**src/rtl/spi_master_arbiter.sv**
```systemverilog
// spi_master_arbiter
//   Shares one SPI link between two word-access requesters. A round-robin
//   arbiter grants one request at a time. Each grant runs one complete SPI
//   transaction: command byte, 32-bit address, then 32 write-data bits, or
//   DUMMY_CYCLES dummy clocks followed by 32 read-data bits. Bits are sent
//   MSB first. sdo changes on the first clk cycle of a bit, sck rises
//   CLK_DIV cycles later (sdi is sampled on that edge), and sck falls after
//   another CLK_DIV cycles.
//
// Handshake: a requester raises req_valid[i] and holds we/addr/wdata stable.
//   req_ready[i] is high for exactly one cycle, in the IDLE cycle where the
//   request is accepted. The request fields are captured on the clock edge
//   that ends that cycle. rsp_valid[i] is high for one cycle, the last HOLD
//   cycle. For reads, rsp_rdata is already valid in that cycle and stays
//   valid until the next read completes.
//
// Ports:
//   clk, rst          clock, synchronous active-high reset
//   req_valid/we      per-requester request and direction (1 = write)
//   req_addr/wdata    per-requester address / write data, [32*i +: 32]
//   req_ready         acceptance pulse per requester
//   rsp_valid         completion pulse per requester
//   rsp_rdata         last word read from the slave
//   busy              FSM not in IDLE
//   spi_csn/sck/sdo   SPI pins, driven from flops
//   spi_sdi           SPI master-in data
//   dbg_state         current FSM state, for observation
module spi_master_arbiter #(
  parameter int unsigned CLK_DIV      = 4,
  parameter int unsigned DUMMY_CYCLES = 33,
  parameter int unsigned GAP_CYCLES   = 8,
  parameter logic [7:0]  CMD_WR       = 8'h02,
  parameter logic [7:0]  CMD_RD       = 8'h0B
) (
  input  logic        clk,
  input  logic        rst,
  input  logic [1:0]  req_valid,
  input  logic [1:0]  req_we,
  input  logic [63:0] req_addr,
  input  logic [63:0] req_wdata,
  output logic [1:0]  req_ready,
  output logic [1:0]  rsp_valid,
  output logic [31:0] rsp_rdata,
  output logic        busy,
  output logic        spi_csn,
  output logic        spi_sck,
  output logic        spi_sdo,
  input  logic        spi_sdi,
  output logic [3:0]  dbg_state
);

  typedef enum logic [3:0] {
    S_IDLE, S_SETUP, S_CMD, S_ADDR, S_WDATA, S_DUMMY, S_RDATA, S_HOLD, S_GAP
  } state_e;

  localparam int unsigned DIV_W   = (CLK_DIV > 1) ? $clog2(CLK_DIV) : 1;
  localparam int unsigned BIT_MAX = (DUMMY_CYCLES > 32) ? DUMMY_CYCLES : 32;
  localparam int unsigned BIT_W   = $clog2(BIT_MAX);
  localparam int unsigned GAP_W   = (GAP_CYCLES > 1) ? $clog2(GAP_CYCLES) : 1;

  localparam logic [DIV_W-1:0] DIV_LAST   = DIV_W'(CLK_DIV - 1);
  localparam logic [BIT_W-1:0] LAST_CMD   = BIT_W'(7);
  localparam logic [BIT_W-1:0] LAST_WORD  = BIT_W'(31);
  localparam logic [BIT_W-1:0] LAST_DUMMY =
    BIT_W'((DUMMY_CYCLES > 0) ? DUMMY_CYCLES - 1 : 0);
  localparam logic [GAP_W-1:0] GAP_LAST   = GAP_W'(GAP_CYCLES - 1);

  state_e             state_q, state_d;
  logic [DIV_W-1:0]   div_q, div_d;
  logic               half_q, half_d;     // 0: sck-low half, 1: sck-high half
  logic [BIT_W-1:0]   bit_q, bit_d;
  logic [GAP_W-1:0]   gap_q, gap_d;
  logic               ptr_q, ptr_d;       // requester favored on a tie
  logic               gnt_q, gnt_d;
  logic               we_q, we_d;
  logic [31:0]        addr_q, addr_d;
  logic [31:0]        wdata_q, wdata_d;
  logic [31:0]        rx_q, rx_d;
  logic [31:0]        rdata_q, rdata_d;
  logic               csn_q, csn_d;
  logic               sck_q, sck_d;
  logic               sdo_q, sdo_d;

  logic               tick;
  logic               bit_end;
  logic               shift_q_st;
  logic               shift_d_st;
  logic               sel;
  logic [7:0]         cmd_byte;

  // One bit time is two halves of CLK_DIV cycles each. SETUP and HOLD reuse
  // the same counters, so each of them lasts exactly one bit time.
  assign tick     = (div_q == DIV_LAST);
  assign bit_end  = tick && half_q;
  assign cmd_byte = we_q ? CMD_WR : CMD_RD;

  assign shift_q_st = (state_q == S_CMD) || (state_q == S_ADDR) ||
                      (state_q == S_WDATA) || (state_q == S_DUMMY) ||
                      (state_q == S_RDATA);
  assign shift_d_st = (state_d == S_CMD) || (state_d == S_ADDR) ||
                      (state_d == S_WDATA) || (state_d == S_DUMMY) ||
                      (state_d == S_RDATA);

  always_comb begin
    state_d   = state_q;
    div_d     = tick ? '0 : div_q + 1'b1;
    half_d    = tick ? ~half_q : half_q;
    bit_d     = bit_q;
    gap_d     = gap_q;
    ptr_d     = ptr_q;
    gnt_d     = gnt_q;
    we_d      = we_q;
    addr_d    = addr_q;
    wdata_d   = wdata_q;
    rx_d      = rx_q;
    rdata_d   = rdata_q;
    req_ready = 2'b00;
    rsp_valid = 2'b00;
    sel       = 1'b0;

    // sdi is sampled on the edge where sck goes 0->1.
    if (state_q == S_RDATA && tick && !half_q) begin
      rx_d = {rx_q[30:0], spi_sdi};
    end

    case (state_q)
      S_IDLE: begin
        div_d  = '0;
        half_d = 1'b0;
        bit_d  = '0;
        gap_d  = '0;
        if (!rst && (req_valid != 2'b00)) begin
          // A tie goes to the favored requester; otherwise the sole one wins.
          sel            = (req_valid == 2'b11) ? ptr_q : req_valid[1];
          req_ready[sel] = 1'b1;
          gnt_d          = sel;
          ptr_d          = ~sel;
          we_d           = sel ? req_we[1] : req_we[0];
          addr_d         = sel ? req_addr[63:32]  : req_addr[31:0];
          wdata_d        = sel ? req_wdata[63:32] : req_wdata[31:0];
          state_d        = S_SETUP;
        end
      end
      S_SETUP: begin
        if (bit_end) begin
          state_d = S_CMD;
          bit_d   = '0;
        end
      end
      S_CMD: begin
        if (bit_end) begin
          if (bit_q == LAST_CMD) begin
            state_d = S_ADDR;
            bit_d   = '0;
          end else begin
            bit_d = bit_q + 1'b1;
          end
        end
      end
      S_ADDR: begin
        if (bit_end) begin
          if (bit_q == LAST_WORD) begin
            bit_d = '0;
            if (we_q) begin
              state_d = S_WDATA;
            end else if (DUMMY_CYCLES == 0) begin
              state_d = S_RDATA;
            end else begin
              state_d = S_DUMMY;
            end
          end else begin
            bit_d = bit_q + 1'b1;
          end
        end
      end
      S_WDATA: begin
        if (bit_end) begin
          if (bit_q == LAST_WORD) begin
            state_d = S_HOLD;
            bit_d   = '0;
          end else begin
            bit_d = bit_q + 1'b1;
          end
        end
      end
      S_DUMMY: begin
        if (bit_end) begin
          if (bit_q == LAST_DUMMY) begin
            state_d = S_RDATA;
            bit_d   = '0;
          end else begin
            bit_d = bit_q + 1'b1;
          end
        end
      end
      S_RDATA: begin
        if (bit_end) begin
          if (bit_q == LAST_WORD) begin
            // The last sample happened mid-bit, so rx_q is complete here.
            state_d = S_HOLD;
            bit_d   = '0;
            rdata_d = rx_q;
          end else begin
            bit_d = bit_q + 1'b1;
          end
        end
      end
      S_HOLD: begin
        if (bit_end) begin
          rsp_valid[gnt_q] = 1'b1;
          state_d          = S_GAP;
          gap_d            = '0;
        end
      end
      S_GAP: begin
        div_d  = '0;
        half_d = 1'b0;
        if (gap_q == GAP_LAST) begin
          state_d = S_IDLE;
        end else begin
          gap_d = gap_q + 1'b1;
        end
      end
      default: begin
        state_d = S_IDLE;
      end
    endcase
  end

  // Pin values are derived from the next state, so each pin flop changes on
  // the same edge as the state/bit transition it belongs to.
  always_comb begin
    csn_d = !((state_d == S_SETUP) || (state_d == S_HOLD) || shift_d_st);
    sck_d = shift_d_st && half_d;
    sdo_d = 1'b0;
    case (state_d)
      S_CMD:   sdo_d = cmd_byte[3'd7 - bit_d[2:0]];
      S_ADDR:  sdo_d = addr_q[5'd31 - bit_d[4:0]];
      S_WDATA: sdo_d = wdata_q[5'd31 - bit_d[4:0]];
      default: sdo_d = 1'b0;
    endcase
  end

  always_ff @(posedge clk) begin
    if (rst) begin
      state_q <= S_IDLE;
      div_q   <= '0;
      half_q  <= 1'b0;
      bit_q   <= '0;
      gap_q   <= '0;
      ptr_q   <= 1'b0;
      gnt_q   <= 1'b0;
      we_q    <= 1'b0;
      addr_q  <= '0;
      wdata_q <= '0;
      rx_q    <= '0;
      rdata_q <= '0;
      csn_q   <= 1'b1;
      sck_q   <= 1'b0;
      sdo_q   <= 1'b0;
    end else begin
      state_q <= state_d;
      div_q   <= div_d;
      half_q  <= half_d;
      bit_q   <= bit_d;
      gap_q   <= gap_d;
      ptr_q   <= ptr_d;
      gnt_q   <= gnt_d;
      we_q    <= we_d;
      addr_q  <= addr_d;
      wdata_q <= wdata_d;
      rx_q    <= rx_d;
      rdata_q <= rdata_d;
      csn_q   <= csn_d;
      sck_q   <= sck_d;
      sdo_q   <= sdo_d;
    end
  end

  assign rsp_rdata = rdata_q;
  assign busy      = (state_q != S_IDLE);
  assign spi_csn   = csn_q;
  assign spi_sck   = sck_q;
  assign spi_sdo   = sdo_q;
  assign dbg_state = state_q;

  // Only used while a shift phase is active; kept for observation.
  logic unused_ok;
  assign unused_ok = shift_q_st;

endmodule

```
**config.mk**
```make
export PLATFORM = sky130hd
export DESIGN_NAME = spi_master_arbiter
export DESIGN_NICKNAME = d
export VERILOG_FILES = /design/src/rtl/spi_master_arbiter.sv
export SDC_FILE = /design/constraint.sdc
export NUM_CORES = 1
export LEC_CHECK = 0
export BUFFER_PORTS_ARGS = -buffer_cell sky130_fd_sc_hd__buf_4
export CORE_MARGIN = 5
export CORE_UTILIZATION = 30
export DETAILED_ROUTE_END_ITERATION = 6
export PLACE_DENSITY = 0.57
export SYNTH_ARGS = -nofsm -noshare
export SYNTH_HDL_FRONTEND = slang
export SYNTH_SLANG_ARGS = --single-unit
```
**constraint.sdc**
```tcl
create_clock -name clk -period 8 [get_ports clk]
set_input_delay 0 -clock clk [delete_from_list [all_inputs] [get_ports clk]]
set_output_delay 0 -clock clk [all_outputs]
set_load 0.02 [all_outputs]
```
==> impl_metrics.csv <==
group,metric,value,unit
sta,hold_violations,0,
clock_tree,clk_latency,0.43,ns
sta,hold-worst-slack,0.005049,ns
place,place_ws,4.419,ns
global_route,grt_max_degree,113,
sta,fmax,0.2763,GHz
sta,finalSetupViolations,0,
place,placed_area,0.008622,sq mm
cells_and_area,fin_util,0.4422,
sta,fin_crit,3.620,ns
logic_synthesis,synthDominantCellAreaShare,0.4224,
run_status,outcome,"finished, final reports clean",
logic_synthesis,synth_area_leader_cell,"dfxtp_1",
floorplanning,rows,56,
worst_setup_path,regToRegStartpoint,"div_q[0]",
worst_setup_path,endpoint_kind,"register",
cells_and_area,layout_commonest_cell,"nand2_1",
logic_synthesis,async_reset_ff_frac,0,
cells_and_area,finalNonFillerCells,1450,
flow_run,drv_cap,0,
cells_and_area,drive_gt1_frac,0.2122,
worst_setup_path,timing.rr.end,"spi_sdo",
cells_and_area,final_cell_mix,"192 x nand2_1, 186 x buf_4, 150 x dfxtp_1, 112 x dlygate4sd3_1",
routing,drc_errors,0,
worst_setup_path,reg2regPathDepth,11,
routing,first_pass_iters,5,
clock_tree,clkTransAtPathRegs,0.07,ns
power_and_ir_drop,power_density,184.8,mW/mm^2
power_and_ir_drop,finalPower,1.912,mW
sta,finalSetupTns,0,ns
logic_synthesis,ys_top_cells_by_area,"dfxtp_1 42%, mux2i_1 11%, nand2_1 10%, a211oi_1 6.9%, a21oi_1 6.6%",
logic_synthesis,syn_area_per_cell,8.190,sq um
logic_synthesis,syn_inst,868,
logic_synthesis,synth-edff-count,0,
global_route,track_usage,0.1539,
clock_tree,htreeDepth,4,
sta,skew,0.01156,ns
routing,routed_wl,20.66,mm
worst_setup_path,worst-path-max-fanout,25,
sta,relSlewSlack,0.3088,
routing,wire_per_inst,14.25,um
clock_tree,post_cts_buffers,0,
worst_setup_path,cp-endpoint,"spi_sdo",
routing,vias_per_cell,4.772,
sta,fin_crit_sh,0.4525,
floorplanning,fp.dieH,163.9,um
sta,slew_viol_final,0,
logic_synthesis,ys.flop_type,"dfxtp_1",
sta,rsz0062_at_grt,"false",
global_route,grt_pass1_vias,6771,
place,port_buffers,178,
routing,ant_nets,0,
clock_tree,post_cts_resized,0,
place,dpl.hpwl,13.75,mm
worst_setup_path,required,8.37,ns
worst_setup_path,start_kind,"register",
floorplanning,dieArea,0.02688,sq mm
logic_synthesis,synth_nets,1009,
power_and_ir_drop,p_leak,4.375,nW
logic_synthesis,ys_types,66,
worst_setup_path,critPathLaunch,"div_q[0]",
cells_and_area,n_antenna_cell,0,
clock_tree,cts_buffer_depth,2,
floorplanning,die_w,163.9,um
worst_setup_path,arrival,3.99,ns
floorplanning,io-pin-count,179,
logic_synthesis,mappedNetlistArea,0.007109,sq mm
cells_and_area,num-nets-final,1259,
floorplanning,initial_core_util,0.3038,
clock_tree,cts_tree,"done",
global_route,grt_pass1_wl,33.90,mm
floorplanning,core-area,0.02340,sq mm
clock_tree,cts_buffers,17,
logic_synthesis,seq_area_frac_synth,0.4224,
cells_and_area,final_cell_area,0.01035,sq mm
worst_setup_path,path_class,"reg -> reg",
place,dp_cells,1306,
clock_tree,hold_buffers,111,
global_route,grt_overflow,0,
sta,final.setup.worst_slack,4.380,ns
global_route,antenna_found_initial,0,
logic_synthesis,ys_warn_count,0,
sta,worst_slew_pin_slew,1.037,ns
logic_synthesis,ys_ff_latch,150,
routing,dr.first_iter.drc_count,382,
clock_tree,cts.sink_count,150,
place,gp_congestion,0.8774,
worst_hold_path,hold_path_class,"in -> reg",
cells_and_area,syn2layout_area_growth,45.55,%
power_and_ir_drop,peakVddDrop,110.6,uV
clock_tree,root_buffer,"clkbuf_16",
worst_setup_path,ff2ff_setup_slack,4.38,ns
routing,vias,6919,
## layer usage
metal	part of all wire	up-vias	track usage
met4	0.013	0	0.04232
li1	-	3557	-
met1	0.46	3156	0.1981
met2	0.48	188	0.2584
met3	0.054	18	0.03664
met5	0	-	0
## flip-flops by register name, summed over array words and instances, names as in the netlist
signal,flops
spi_csn,1
spi_sdo,1
rx_q,32
gap_q,3
wdata_q,32
ptr_q,1
spi_sck,1
we_q,1
dbg_state,4
bit_q,6
half_q,1
addr_q,32
rsp_rdata,32
div_q,2
gnt_q,1
## layout make-up
cell class / count / area, sq um
inverters: 8 / 30.03
well taps: 319 / 399.1
clock buffers: 17 / 425.4
clock inverters: 15 / 178.9
repair buffers: 298 / 2517
multi-input cells: 643 / 3794
flip-flops and latches: 150 / 3003
fillers: 2372 / 13060
## worst min path at each step
stage | cells past startpoint | end | slack (ns) | startpoint
global route | 3 | addr_q[30] | 0.008 | req_addr[30]
detailed placement | 3 | rx_q[0] | 0.26 | spi_sdi
global placement | 3 | rx_q[0] | 0.26 | spi_sdi
floorplan | 2 | rx_q[0] | 0.14 | spi_sdi
CTS | 3 | addr_q[31] | 0.002 | req_addr[63]
finish | 3 | addr_q[30] | 0.005 | req_addr[30]
## where the power goes
group / switching, mW / leakage (nW) / internal (mW) / total, mW
registers: 0.0257 / 1.23 / 0.786 / 0.812
clock network: 0.358 / 0.298 / 0.475 / 0.833
logic: 0.114 / 2.85 / 0.153 / 0.267
total: 0.498 / 4.38 / 1.41 / 1.91
## worst max-delay path, cell delays in order, from the launching register on
cell	delay (ns)
dfxtp_1	0.33
ha_1	0.24
ha_1	0.64
nand3b_1	0.24
a2111oi_4	0.43
a22o_2	0.50
nand2_1	0.10
and3_1	0.17
a311o_1	0.32
a211o_1	0.29
o211ai_1	0.11
a311o_1	0.19
## synthesized netlist by cell type (3+ instances only)
cell type	number
buf_2	7
buf_6	6
o211ai_1	7
and3_1	8
clkbuf_1	51
nand2_1	192
nor3_1	9
a211oi_1	65
o21ai_0	5
and2_1	3
inv_1	7
ha_1	6
and3b_1	3
nor2_1	96
nand3_1	7
nand4_1	4
o21ai_1	4
a21oi_1	94
mux2i_1	77
o211a_1	4
dfxtp_1	150
a311o_1	4
nor3b_1	4
nor4_1	3
## cell families (layout without fill, tap and decap cells)
logic type	count (synthesis)	after routing	share of synthesized area
flops	150	150	0.4224
buf+inv	75	338	0.04769
fa+ha+maj	7	7	0.01197
compound gates	211	211	0.2013
mux	79	79	0.1116
simple gates	346	346	0.2050
No activity file was read; power rests on OpenSTA's default activity.
